==> config.mk <==
export PLATFORM = sky130hd
export DESIGN_NAME = microwave_ctrl
export DESIGN_NICKNAME = d
export VERILOG_FILES = /design/src/rtl/mw_pkg.sv /design/src/rtl/mw_tick_gen.sv /design/src/rtl/microwave_ctrl.sv
export SDC_FILE = /design/constraint.sdc
export NUM_CORES = 1
export LEC_CHECK = 0
export ABC_AREA = 1
export ABC_CLOCK_PERIOD_IN_PS = 3400
export CAP_MARGIN = 20
export CORE_UTILIZATION = 58
export CTS_CLUSTER_SIZE = 40
export DETAILED_ROUTE_END_ITERATION = 8
export PLACE_DENSITY = 0.81
export SYNTH_ARGS = -nofsm -noshare
export SYNTH_HDL_FRONTEND = slang
export SYNTH_SLANG_ARGS = --single-unit
==> constraint.sdc <==
create_clock -name clk -period 3.4 [get_ports clk]
set_clock_uncertainty 0.2 [all_clocks]
set_input_delay 0.68 -clock clk [delete_from_list [all_inputs] [get_ports clk]]
set_output_delay 0.68 -clock clk [all_outputs]
set_load 0.02 [all_outputs]
==> src/rtl/mw_pkg.sv <==
// ---------------------------------------------------------------------------
// mw_pkg : shared types and helpers for the microwave cook-cycle controller
// Rev 1.0
// ---------------------------------------------------------------------------
`default_nettype none

package mw_pkg;

   typedef enum logic [1:0] {
      ST_IDLE   = 2'd0,
      ST_COOK   = 2'd1,
      ST_PAUSED = 2'd2,
      ST_DONE   = 2'd3
   } mw_state_t;

   function automatic int pwr_width(input int levels);
      return $clog2(levels + 1);
   endfunction

   // Saturating add on operands up to 32 bits wide, clamped to max_val.
   function automatic logic [31:0] sat_add(input logic [31:0] a,
                                           input logic [31:0] b,
                                           input logic [31:0] max_val);
      logic [32:0] sum;
      sum = {1'b0, a} + {1'b0, b};
      return (sum > {1'b0, max_val}) ? max_val : sum[31:0];
   endfunction

endpackage

`default_nettype wire

==> src/rtl/mw_tick_gen.sv <==
// ---------------------------------------------------------------------------
// mw_tick_gen : prescaler emitting a one-cycle tick every TICK_DIV enabled cycles
// Rev 1.0
// ---------------------------------------------------------------------------
`default_nettype none

module mw_tick_gen #(
   parameter int TICK_DIV = 50000000
) (
   input  logic clk,
   input  logic resetn,
   input  logic en,
   input  logic hold,
   input  logic clr,
   output logic tick
);

   localparam int            CW   = (TICK_DIV > 1) ? $clog2(TICK_DIV) : 1;
   localparam logic [CW-1:0] CMAX = CW'(TICK_DIV - 1);

   logic [CW-1:0] cnt;
   logic          adv;

   assign adv  = en & ~hold & ~clr;
   assign tick = adv & (cnt == CMAX);

   always_ff @(posedge clk) begin
      if (!resetn) begin
         cnt <= '0;
      end else if (clr) begin
         cnt <= '0;
      end else if (adv) begin
         cnt <= (cnt == CMAX) ? '0 : cnt + CW'(1);
      end
   end

endmodule

`default_nettype wire

==> src/rtl/microwave_ctrl.sv <==
// ---------------------------------------------------------------------------
// microwave_ctrl : clocked cook-cycle controller (countdown, duty cycle, beep)
// Rev 1.0
// ---------------------------------------------------------------------------
`default_nettype none

module microwave_ctrl
   import mw_pkg::*;
#(
   parameter int TIME_W     = 12,
   parameter int TICK_DIV   = 50000000,
   parameter int PWR_LEVELS = 10,
   parameter int BEEP_SEC   = 3,
   parameter int ADD_SEC    = 30
) (
   input  logic                              clk,
   input  logic                              resetn,
   input  logic                              door_closed,
   input  logic                              startn,
   input  logic                              stopn,
   input  logic                              clearn,
   input  logic                              load_en,
   input  logic [TIME_W-1:0]                 time_load,
   input  logic [pwr_width(PWR_LEVELS)-1:0]  power,
   output logic                              magnetron,
   output logic                              lamp,
   output logic                              beep,
   output logic                              done,
   output logic                              busy,
   output logic [TIME_W-1:0]                 time_left
);

   localparam int            PW     = pwr_width(PWR_LEVELS);
   localparam logic [PW-1:0] PMAX   = PW'(PWR_LEVELS);
   localparam logic [PW-1:0] FLAST  = PW'(PWR_LEVELS - 1);
   localparam logic [31:0]   TMAX   = 32'((64'd1 << TIME_W) - 64'd1);
   localparam int            BW     = $clog2(BEEP_SEC + 1);
   localparam logic [BW-1:0] BLAST  = BW'(BEEP_SEC - 1);

   mw_state_t         state, nstate;
   logic [TIME_W-1:0] ntime, t_add;
   logic [PW-1:0]     pwr_q, npwr, frame_q, nframe, pwr_clamped;
   logic [BW-1:0]     beep_cnt, nbeep;
   logic              done_q, ndone;
   logic              startn_q, stopn_q;
   logic              start_evt, stop_evt;
   logic              tick, tick_en, tick_hold, tick_clr;

   assign start_evt   = startn_q & ~startn;
   assign stop_evt    = stopn_q & ~stopn;
   assign pwr_clamped = (power > PMAX) ? PMAX : power;

   // Prescaler freezes on pause events so a resumed cook finishes the partial second.
   assign tick_en   = (state == ST_COOK) | (state == ST_DONE);
   assign tick_hold = ~door_closed | stop_evt;
   assign tick_clr  = ~clearn | (state == ST_IDLE);

   mw_tick_gen #(.TICK_DIV(TICK_DIV)) u_tick (
      .clk    (clk),
      .resetn (resetn),
      .en     (tick_en),
      .hold   (tick_hold),
      .clr    (tick_clr),
      .tick   (tick)
   );

   always_ff @(posedge clk) begin
      if (!resetn) begin
         state     <= ST_IDLE;
         time_left <= '0;
         pwr_q     <= PMAX;
         frame_q   <= '0;
         beep_cnt  <= '0;
         done_q    <= 1'b0;
         startn_q  <= 1'b1;
         stopn_q   <= 1'b1;
      end else begin
         state     <= nstate;
         time_left <= ntime;
         pwr_q     <= npwr;
         frame_q   <= nframe;
         beep_cnt  <= nbeep;
         done_q    <= ndone;
         startn_q  <= startn;
         stopn_q   <= stopn;
      end
   end

   always_comb begin
      nstate = state;
      ntime  = time_left;
      npwr   = pwr_q;
      nframe = frame_q;
      nbeep  = beep_cnt;
      ndone  = 1'b0;
      t_add  = time_left;
      if (!clearn) begin
         nstate = ST_IDLE;
         ntime  = '0;
         nframe = '0;
         nbeep  = '0;
      end else begin
         case (state)
            ST_IDLE: begin
               if (door_closed && !stop_evt) begin
                  if (start_evt) begin
                     if (stopn && (time_left != '0)) begin
                        nstate = ST_COOK;
                        nframe = '0;
                     end
                  end else if (load_en) begin
                     ntime = time_load;
                     npwr  = pwr_clamped;
                  end
               end
            end
            ST_COOK: begin
               if (!door_closed || stop_evt) begin
                  nstate = ST_PAUSED;
               end else begin
                  if (start_evt) begin
                     t_add = TIME_W'(sat_add(32'(time_left), 32'(ADD_SEC), TMAX));
                  end
                  ntime = t_add;
                  if (tick) begin
                     ntime  = t_add - TIME_W'(1);
                     nframe = (frame_q == FLAST) ? '0 : frame_q + PW'(1);
                     if (t_add == TIME_W'(1)) begin
                        nstate = ST_DONE;
                        ndone  = 1'b1;
                        nbeep  = '0;
                     end
                  end
               end
            end
            ST_PAUSED: begin
               if (door_closed) begin
                  if (stop_evt) begin
                     nstate = ST_IDLE;
                     ntime  = '0;
                  end else if (start_evt) begin
                     if (time_left != '0) begin
                        nstate = ST_COOK;
                     end
                  end else if (load_en) begin
                     ntime = time_load;
                     npwr  = pwr_clamped;
                  end
               end
            end
            ST_DONE: begin
               if (!door_closed || stop_evt || start_evt) begin
                  nstate = ST_IDLE;
                  nbeep  = '0;
               end else if (tick) begin
                  if (beep_cnt == BLAST) begin
                     nstate = ST_IDLE;
                     nbeep  = '0;
                  end else begin
                     nbeep = beep_cnt + BW'(1);
                  end
               end
            end
            default: nstate = ST_IDLE;
         endcase
      end
   end

   assign busy      = (state == ST_COOK) | (state == ST_PAUSED);
   assign beep      = (state == ST_DONE);
   assign done      = done_q;
   assign lamp      = busy | ~door_closed | (state == ST_DONE);
   assign magnetron = (state == ST_COOK) & (frame_q < pwr_q) & door_closed;

endmodule

`default_nettype wire

# Word level (Yosys, flattened, before mapping)
# Cells that the tools add are included.
[classes] add_sub_neg=5 n_lt_le_gt_ge=3 eq_ne=21 n_mux=50 n_bitwise=22 reduce_logical=20
[op_table] operator="$mux 12" count=12
[op_table] operator="$mux 4" count=12
[op_table] operator="$mux 2" count=19
[op_table] operator="$pmux 12 s3" count=1
[op_table] operator="$add 26x1->26 const B" count=1
[op_table] operator="$eq 26x26->1 const B" count=1
[op_table] operator="$mux 26" count=1
[op_table] operator="$pmux 4 s2" count=2
[op_table] operator="$add 12x5->13 const B" count=1
[op_table] operator="$gt 13x12->1 const B" count=1
[op_table] operator="$eq 12x1->1 const B" count=1
[op_table] operator="$ne 2x2->1 const B" count=6
[op_table] operator="$ne 3x3->1 const B" count=4
[op_table] operator="$reduce_bool 12->1" count=1
[op_table] operator="$sub 12x1->12 const B" count=1
[op_table] operator="$reduce_and 10->1" count=1
[op_table] operator="$reduce_and 5->1" count=2
[op_table] operator="$not 1->1" count=9
[op_table] operator="$pmux 2 s4" count=1
[op_table] operator="$and 1x1->1" count=7
[op_table] operator="$eq 2x2->1 const B" count=3
[op_table] operator="$ne 3x1->1 const B" count=2
[op_table] operator="$or 1x1->1" count=6
[op_table] operator="$reduce_and 6->1" count=1
[op_table] operator="19 further kinds" count=25
[word_totals] ff_bits=53 in_bits=23 output_inout_bits=17 wordCells=130

# Depth between registers and ports, before layout
# Gate-level depths: netlist (run 1).
[depth] depth_word=12 mapped_depth=21 depth_no_buf=21

# By module
# Synthesis (run 1) repeated with hierarchy kept, for this count alone.
[hier_totals] cells_unflattened=668 hier_area_um2=4098.9
[by_module_without_submodules] mod="microwave_ctrl" instances=1 cells_each=417 area_each_um2=2498.6 seq_area_each_um2=540.5
[by_module_without_submodules] mod="mw_tick_gen" instances=1 cells_each=251 area_each_um2=1600.3 seq_area_each_um2=520.5

# Worst setup path after synthesis (run 1)
# OpenSTA, ideal clock, no wires.
[synth_path] path_kind="flip-flop to flip-flop" startpoint="reg time_left[2]" endpoint="reg beep_cnt[0]" setup_ns=0.115 t_arrival_ns=2.341 t_required_ns=3.085 slack_ns=0.744 stages_incl_launch_ff=21 path_buffers=0 period_less_slack_ns=2.656 cell_sequence="dfxtp_1 inv_1 ha_1 inv_1 nand3_1 nand3_1 nor2_1 nand2_1 nor2_2 nand4_4 nand2_2 nand2_4 nand2_2 ha_1 nand3_1 nor2_1 nand3_2 nand2_2 nand3_1 nand2_1 nor2_1"
[synth_via] elab_chain_cells=10
[synth_lines] item="from (decl)" line="microwave_ctrl.sv:30" text="output logic [TIME_W-1:0] time_left"
[synth_lines] item="from (signal assigned)" line="microwave_ctrl.sv:79" text="time_left <= ntime;"
[synth_lines] item="$add 12x5->13" line="mw_pkg.sv:25" text="sum = {1'b0, a} + {1'b0, b};"
[synth_lines] item="$gt 13x12->1" line="mw_pkg.sv:26" text="return (sum > {1'b0, max_val}) ? max_val : sum[31:0];"
[synth_lines] item="$mux 12" line="mw_pkg.sv:26"
[synth_lines] item="$mux 12 (*)" line="microwave_ctrl.sv:121" text="if (start_evt) begin"
[synth_lines] item="$mux 12 (*)" line="microwave_ctrl.sv:118" text="if (!door_closed || stop_evt) begin"
[synth_lines] item="$mux 12 (*)" line="microwave_ctrl.sv:103" text="case (state)"
[synth_lines] item="$mux 12 (*)" line="microwave_ctrl.sv:97" text="if (!clearn) begin"
[synth_lines] item="$eq 12x1->1 (*)" line="microwave_ctrl.sv:128" text="if (t_add == TIME_W'(1)) begin"
[synth_lines] item="$ne 2x2->1 (no source line) (*)"
[synth_lines] item="$reduce_and 5->1 (no source line) (*)"
[synth_lines] item="to (signal assigned)" line="microwave_ctrl.sv:82" text="beep_cnt <= nbeep;"
[synth_lines] item="to (decl)" line="microwave_ctrl.sv:43" text="logic [BW-1:0] beep_cnt, nbeep;"
# Mark *: on every way between the ends. The rest lies on a longest branch, timed or not. The select of a mux whose other input is x is not followed.
# A chain may end at the register's enable or synchronous reset.

# Final worst setup path (run 1)
[layout_path] startpoint="reg pwr_q[1]" endpoint="out magnetron"
[layout_via] elab_chain_cells=3
[layout_lines] item="from (decl)" line="microwave_ctrl.sv:42" text="logic [PW-1:0] pwr_q, npwr, frame_q, nframe, pwr_clamped;"
[layout_lines] item="from (signal assigned)" line="microwave_ctrl.sv:80" text="pwr_q <= npwr;"
[layout_lines] item="$lt 4x4->1" line="microwave_ctrl.sv:173" text="assign magnetron = (state == ST_COOK) & (frame_q < pwr_q) & door_closed;"
[layout_lines] item="$and 1x1->1 (2 in a row)" line="microwave_ctrl.sv:173"
[layout_lines] item="to (decl)" line="microwave_ctrl.sv:25" text="output logic magnetron,"
# Every way passes these cells.

==> run summary, run 1 <==
H-tree depth -> 2
clk_lat worst skew -> 0.33 ns
crit path from -> pwr_q[1]
total iterations of the first detailed-routing run -> 5
final hold viol count -> 0
chip width -> 85.17 um
synthesized flop and latch total -> 53
Setup Crit Path Kind -> reg -> out
die height -> 85.17 um
DR DRC count -> 0
Mapped Nets -> 639
Worst Setup Start Kind -> flop
FF-to-FF End -> state[0]
core box area -> 6495 um^2
vias per inst -> 5.751
Seq/Total Area, Yosys -> 26.45%
Routed Wire Length -> 10.14 mm
Post-Synthesis Cells -> 604
status -> completed
Main synth FF type -> dfxtp_1
DP HPWL -> 7.818 mm
Setup Fix Bufs, Post-CTS -> 0
DR iter-0 viols -> 267
final setup fails -> 0
Cell Area, Synth -> 4011 um^2
WP data arrival -> 2.07 ns
Post-synth EDFFs -> 0
worst-path maximum fanout -> 2
cell area power density -> 287.3 nW/um^2
post-route clock period utilization -> 86.81%
cells resized by post-CTS repair -> 0
RSZ-0062 raised after global routing -> false
CTS tree -> yes
Slew @ Worst Pin -> 0.5768 ns
Finished Cell Area -> 4589 um^2
Netlist cell types -> 54
global-route wire length before repair -> 17.02 mm
max-slew violations -> 0
Critical Path End Type -> primary output
antenna viol nets, final -> 0
Core Rows -> 29
CTS Buf Count -> 5
Achievable Freq -> 338.8 MHz
Die ar. -> 7253 um^2
setup_tns -> 0 ns
HP Class -> reg -> reg
Final Net Count -> 681
WL/cell -> 14.01 um
CP required -> 2.52 ns
Antenna Cells -> 0
placed cell areas -> 4492 um^2
GR Overflow Total -> 0
CTS root buf -> clkbuf_8
Ys Warns -> 0
input/output buffers -> 39
R2R depth -> 21
fin util -> 70.66%
WHS -> 0.2783 ns
Max-Cap Viols -> 0
Area growth syn-to-layout -> 14.41%
initial core utilization -> 61.76%
P_leak -> 0.001853 uW
total power -> 1319 uW
max_slew headroom -> 61.14%
number of global-route vias before repair -> 3869
layout cells sized above 1 -> 14.99%
clock sink count -> 53
CTS Hold Bufs -> 0
reg2reg start -> time_left[1]
# IOs -> 40
Peak supply drop -> 237.2 uV
Syn Area/Cell -> 6.641 um^2
Final Critical Period -> 2.952 ns
pin count of the biggest net entering global routing -> 20
initial antenna violation count -> 0
GRT Total Usage -> 28.90%
Critical Path End -> magnetron
RD Place Congestion -> 0.8935
Clock Pin Slew Worst Setup and Hold Paths -> 0.11 ns
fillcell total -> 564
reg2reg setup slack -> 0.48 ns
DR vias -> 4164
maximum clock insertion buffer count -> 2
Async SR Flop Fraction -> 0%
## per-stage QoR
| stage | worst slack, ns | std cells |
|---|---|---|
| after floorplan | 0.7440 | 604 |
| after global placement | 0.2460 | 716 |
| after detailed placement | 0.1481 | 716 |
| after CTS | 0.4343 | 724 |
| after global routing | 0.2315 | 724 |
| final | 0.4485 | 724 |
## cell families (layout without fill, tap and decap cells)
group | count (synthesis) | count (layout) | synth area share (%)
AO/OA/AOI/OAI | 120 | 120 | 17.81
XOR/XNOR | 6 | 6 | 1.310
adder cells (fa/ha/maj) | 12 | 12 | 3.743
buffers and inverters | 98 | 141 | 9.700
flip-flops | 53 | 53 | 26.45
AND/OR/NAND/NOR | 315 | 315 | 40.99
## power breakdown
part,leakage [uW],internal (uW),switching (uW),total [uW]
logic,0.00137,106,161,267
registers,0.000429,631,15.3,647
clock network,0.0000506,155,250,405
## cell type report
| type | count | area (um^2) | area share, % |
|---|---|---|---|
| clock buffer | 5 | 68.82 | 1.499 |
| clock inverter | 3 | 28.78 | 0.6270 |
| sequential | 53 | 1061 | 23.12 |
| timing repair buffer | 47 | 450.4 | 9.815 |
| multi-input combinational | 453 | 2561 | 55.81 |
| inverter | 86 | 322.8 | 7.034 |
| tap | 77 | 96.34 | 2.099 |
## critical path, stage by stage (launching register included)
cell and delay [ns]:
dfxtp_1 0.34, inv_1 0.04, ha_1 0.27, o21a_1 0.11, o211ai_1 0.17, nand3_1 0.09, nor2_1 0.12, clkdlybuf4s50_1 0.61
## worst min path at each step
stage	start	endpoint	slack, ns	cells past startpoint
detailed placement	u_tick.cnt[23]	u_tick.cnt[23]	0.26	1
finish	pwr_q[0]	pwr_q[0]	0.28	2
floorplan	pwr_q[0]	pwr_q[0]	0.24	2
CTS	pwr_q[0]	pwr_q[0]	0.28	2
global placement	u_tick.cnt[23]	u_tick.cnt[23]	0.26	1
global route	pwr_q[0]	pwr_q[0]	0.30	2
## state kept, by name (all words and copies together) (netlist names)
| name | count |
|---|---|
| time_left | 12 |
| frame_q | 4 |
| pwr_q | 4 |
| state | 2 |
| stopn_q | 1 |
| beep_cnt | 2 |
| done | 1 |
| u_tick.cnt | 26 |
| startn_q | 1 |
## synthesized netlist by cell type, types with 3 or more instances
| cell type | instances | area, um^2 |
|---|---|---|
| nand2_1 | 107 | 401.6 |
| inv_1 | 71 | 266.5 |
| nor2_1 | 65 | 244.0 |
| a21oi_1 | 53 | 265.3 |
| dfxtp_1 | 53 | 1061 |
| nand3_1 | 39 | 195.2 |
| o21ai_0 | 32 | 160.2 |
| nor3_1 | 22 | 110.1 |
| nand2_2 | 17 | 106.4 |
| inv_2 | 14 | 52.55 |
| ha_1 | 12 | 150.1 |
| nand4_1 | 11 | 68.82 |
| nand3_2 | 10 | 100.1 |
| nor2_2 | 9 | 56.30 |
| clkbuf_1 | 6 | 22.52 |
| nor4_1 | 6 | 37.54 |
| a31oi_1 | 5 | 31.28 |
| o21ai_1 | 5 | 25.02 |
| or2_2 | 5 | 31.28 |
| xor2_1 | 5 | 43.79 |
| nor3_2 | 4 | 40.04 |
| o21a_1 | 4 | 30.03 |
| a211oi_1 | 3 | 22.52 |
| buf_4 | 3 | 22.52 |
| nand2_4 | 3 | 33.78 |
| o211ai_1 | 3 | 22.52 |
## cells in the final DEF, fill, tap and decap left out, types with 3 or more instances in the layout
cell / n
a211oi_1: 3
a21oi_1: 53
a31oi_1: 5
buf_4: 8
clkbuf_8: 5
clkdlybuf4s50_1: 39
dfxtp_1: 53
ha_1: 12
inv_1: 71
inv_2: 14
nand2_1: 107
nand2_2: 17
nand2_4: 3
nand3_1: 39
nand3_2: 10
nand4_1: 11
nor2_1: 65
nor2_2: 9
nor3_1: 22
nor3_2: 4
nor4_1: 6
o211ai_1: 3
o21a_1: 4
o21ai_0: 32
o21ai_1: 5
or2_2: 5
xor2_1: 5
## metal layers
layer / vias up / global-route usage (%) / share of wire [%]
met5: - / 0 / 0
met4: 0 / 11.40 / 2.4
met3: 21 / 3.599 / 5.6
met2: 133 / 49.12 / 47
met1: 1912 / 37.30 / 45
li1: 2098 / - / -
No activity file was read; power rests on OpenSTA's default activity.
==> run 2, diff against run 1 <==
--- a/config.mk
+++ b/config.mk
@@ -12,6 +12,8 @@
 export CTS_CLUSTER_SIZE = 40
 export DETAILED_ROUTE_END_ITERATION = 8
 export PLACE_DENSITY = 0.81
+export SLEW_MARGIN = 25
 export SYNTH_ARGS = -nofsm -noshare
 export SYNTH_HDL_FRONTEND = slang
+export SYNTH_HIERARCHICAL = 1
 export SYNTH_SLANG_ARGS = --single-unit
==> constraint.sdc (replaced) <==
create_clock -name clk -period 3.4 [get_ports clk]
set_clock_uncertainty 0.2 [all_clocks]
set_input_delay 0.68 -clock clk [delete_from_list [all_inputs] [get_ports clk]]
set_output_delay 0.68 -clock clk [all_outputs]
set_load 0.05 [all_outputs]
==> run 2 against run 1 <==
Against the previous run:
- via count rose by 5.9%
- clock-buffer cell count rose by 1
- sequential power is essentially flat
- largest power group unchanged
- maximum frequency decreased by 2.5%
- first-iteration DRC count up 40%
- critical endpoint is now lamp
==> run summary, run 2 <==
top cells by area, synth -> dfxtp_1 26%, nand2_1 13%, inv_1 9.2%
fillcell total -> 582
most frequent cells in the layout -> 144 x nand2_1, 99 x inv_1, 90 x nor2_1, 53 x dfxtp_1, 52 x nand3_1
CTS root buf -> clkbuf_8
RSZ-0062 raised after global routing -> false
total iterations of the first detailed-routing run -> 5
post-route clock period utilization -> 89.08%
synthesized flop and latch total -> 53
Slew @ Worst Pin -> 0.5208 ns
CTS tree -> yes
Setup Crit Path Kind -> in -> out
fin util -> 70.53%
Crit path largest cell delay -> 0.81 ns
non-filler cells, final -> 817
Post-synth EDFFs -> 0
Cell Area, Synth -> 4099 um^2
dpl cells -> 809
vias per inst -> 5.395
Routed Wire Length -> 10.53 mm
Largest Register -> u_tick/cnt
number of global-route vias before repair -> 3924
Final Critical Period -> 3.029 ns
Achievable Freq -> 330.2 MHz
CP max stage cell -> clkdlybuf4s50_1
Max-Cap Viols -> 0
Async SR Flop Fraction -> 0%
area leader, netlist -> dfxtp_1
RD Place Congestion -> 0.9380
GRT Total Usage -> 29.75%
Mapped Nets -> 703
DR DRC count -> 0
DR vias -> 4408
clock sink count -> 53
final hold viol count -> 0
Area growth syn-to-layout -> 16.91%
Worst Setup Start Kind -> primary input
HP Class -> reg -> reg
pin count of the biggest net entering global routing -> 19
H-tree depth -> 2
initial antenna violation count -> 0
Main synth FF type -> dfxtp_1
final setup fails -> 0
top-area cell type share of the netlist area -> 25.89%
most frequent cell after synthesis -> nand2_1
initial core utilization -> 60.33%
cell-by-cell trace of the critical path -> clkdlybuf4s50_1 > buf_4 > nand3_1 > clkdlybuf4s50_1
input/output buffers -> 39
max-slew violations -> 0
P_leak -> 0.002056 uW
CTS Buf Count -> 5
cells resized by post-CTS repair -> 0
WP data arrival -> 2.15 ns
chip width -> 86.07 um
GR Overflow Total -> 0
top cells by count, synth -> 144 x nand2_1, 100 x inv_1, 90 x nor2_1
Netlist cell types -> 44
WL/cell -> 12.89 um
Peak supply drop -> 214.7 uV
cell area power density -> 288.7 nW/um^2
CTS Hold Bufs -> 0
Top Registers -> u_tick/cnt x26, time_left x12
global-route wire length before repair -> 17.68 mm
Die ar. -> 7407 um^2
Ys Warns -> 6
maximum clock insertion buffer count -> 2
Post-Synthesis Cells -> 668
DP HPWL -> 8.226 mm
Antenna Cells -> 0
max_slew headroom -> 65.01%
antenna viol nets, final -> 0
CP delay by family, top -> buffers and inverters
Largest register FFs -> 26
commonest non-fill, non-tap cell in the layout -> nand2_1
layout cells sized above 1 -> 11.65%
DR iter-0 viols -> 373
Critical Path End Type -> primary output
# IOs -> 40
worst-path maximum fanout -> 2
clk_lat worst skew -> 0.31 ns
Syn Area/Cell -> 6.136 um^2
CP required -> 2.52 ns
status -> completed
setup_tns -> 0 ns
Seq/Total Area, Yosys -> 25.89%
die height -> 86.07 um
most frequent CP cell -> clkdlybuf4s50_1
WP buf/inv -> 3
Core Rows -> 30
Final Net Count -> 755
Setup Fix Bufs, Post-CTS -> 0
Clock Pin Slew Worst Setup and Hold Paths -> 0.10 ns
core box area -> 6794 um^2
run 2: cell types whose count changed after synthesis, moves of 10 or more:
cell	previous run	this run
a21oi_1	53	37
inv_1	71	100
nand2_1	107	144
nand3_1	39	52
nor2_1	65	90
nor3_1	22	12
o21ai_0	32	44
run 2: worst reg2reg max path: stages (launching register included):
cell	delay, ns
dfxtp_1	0.35
inv_1	0.10
ha_1	0.36
inv_1	0.13
nand2_1	0.11
nand2_1	0.07
inv_1	0.07
nand2_1	0.10
nor4_4	0.29
nor2_1	0.11
a2111oi_1	0.32
nand2_1	0.14
buf_4	0.16
o21ai_0	0.14
nor3b_1	0.18
run 2: logic make-up after synthesis:
kind of cell,share of synthesized area (%)
and+or+nand+nor,41.97
buffers and inverters,11.81
AOI/OAI and AO/OA,14.32
adders and majority gates,3.663
DFF,25.89
xor gates and xnor gates,2.351
run 2: area by class of cell:
type                    instances  area, um^2  share of cell area, %
clock inverters                 2       38.79                 0.8094
clock buffers                   6       72.57                  1.514
repair buffers                 55       508.0                  10.60
flip-flops and latches         53        1061                  22.14
inverters                     112       421.7                  8.799
multi-input cells             493        2570                  53.63
well taps                      96       120.1                  2.507
run 2: path summary, 6_finish.rpt:
check	start	to	slack (ns)	depth (start not counted)
max	door_closed	lamp	0.37	4
min	pwr_q[1]	pwr_q[1]	0.29	2
max reg2reg	state[1]	frame_q[3]	0.50	14
min reg2reg	pwr_q[1]	pwr_q[1]	0.29	2
run 2: routing by layer:
metal / global-route usage, % / vias to the layer above / share of wire, %
met1: 40.63 / 1969 / 46
met3: 4.139 / 17 / 6.6
met5: 0 / - / 0
met4: 7.424 / 0 / 1.5
li1: - / 2255 / -
met2: 49.42 / 167 / 45
run 2: report_power, final:
| group | total [uW] | switching, uW | internal (uW) |
|---|---|---|---|
| combinational | 299 | 189 | 110 |
| sequential | 647 | 15.5 | 631 |
| clock | 438 | 217 | 221 |
run 2: stage by stage:
stage,worst slack (ns),instance area (um^2),hold slack [ns],total power (uW)
after floorplan,0.09218,4099,0.2410,853.2
after global placement,0.008857,4664,0.2685,946.2
after detailed placement,-0.07577,4664,0.2733,952.5
after CTS,0.2371,4776,0.2936,1388
after global routing,0.04521,4792,0.3246,1443
final,0.3713,4792,0.2928,1384
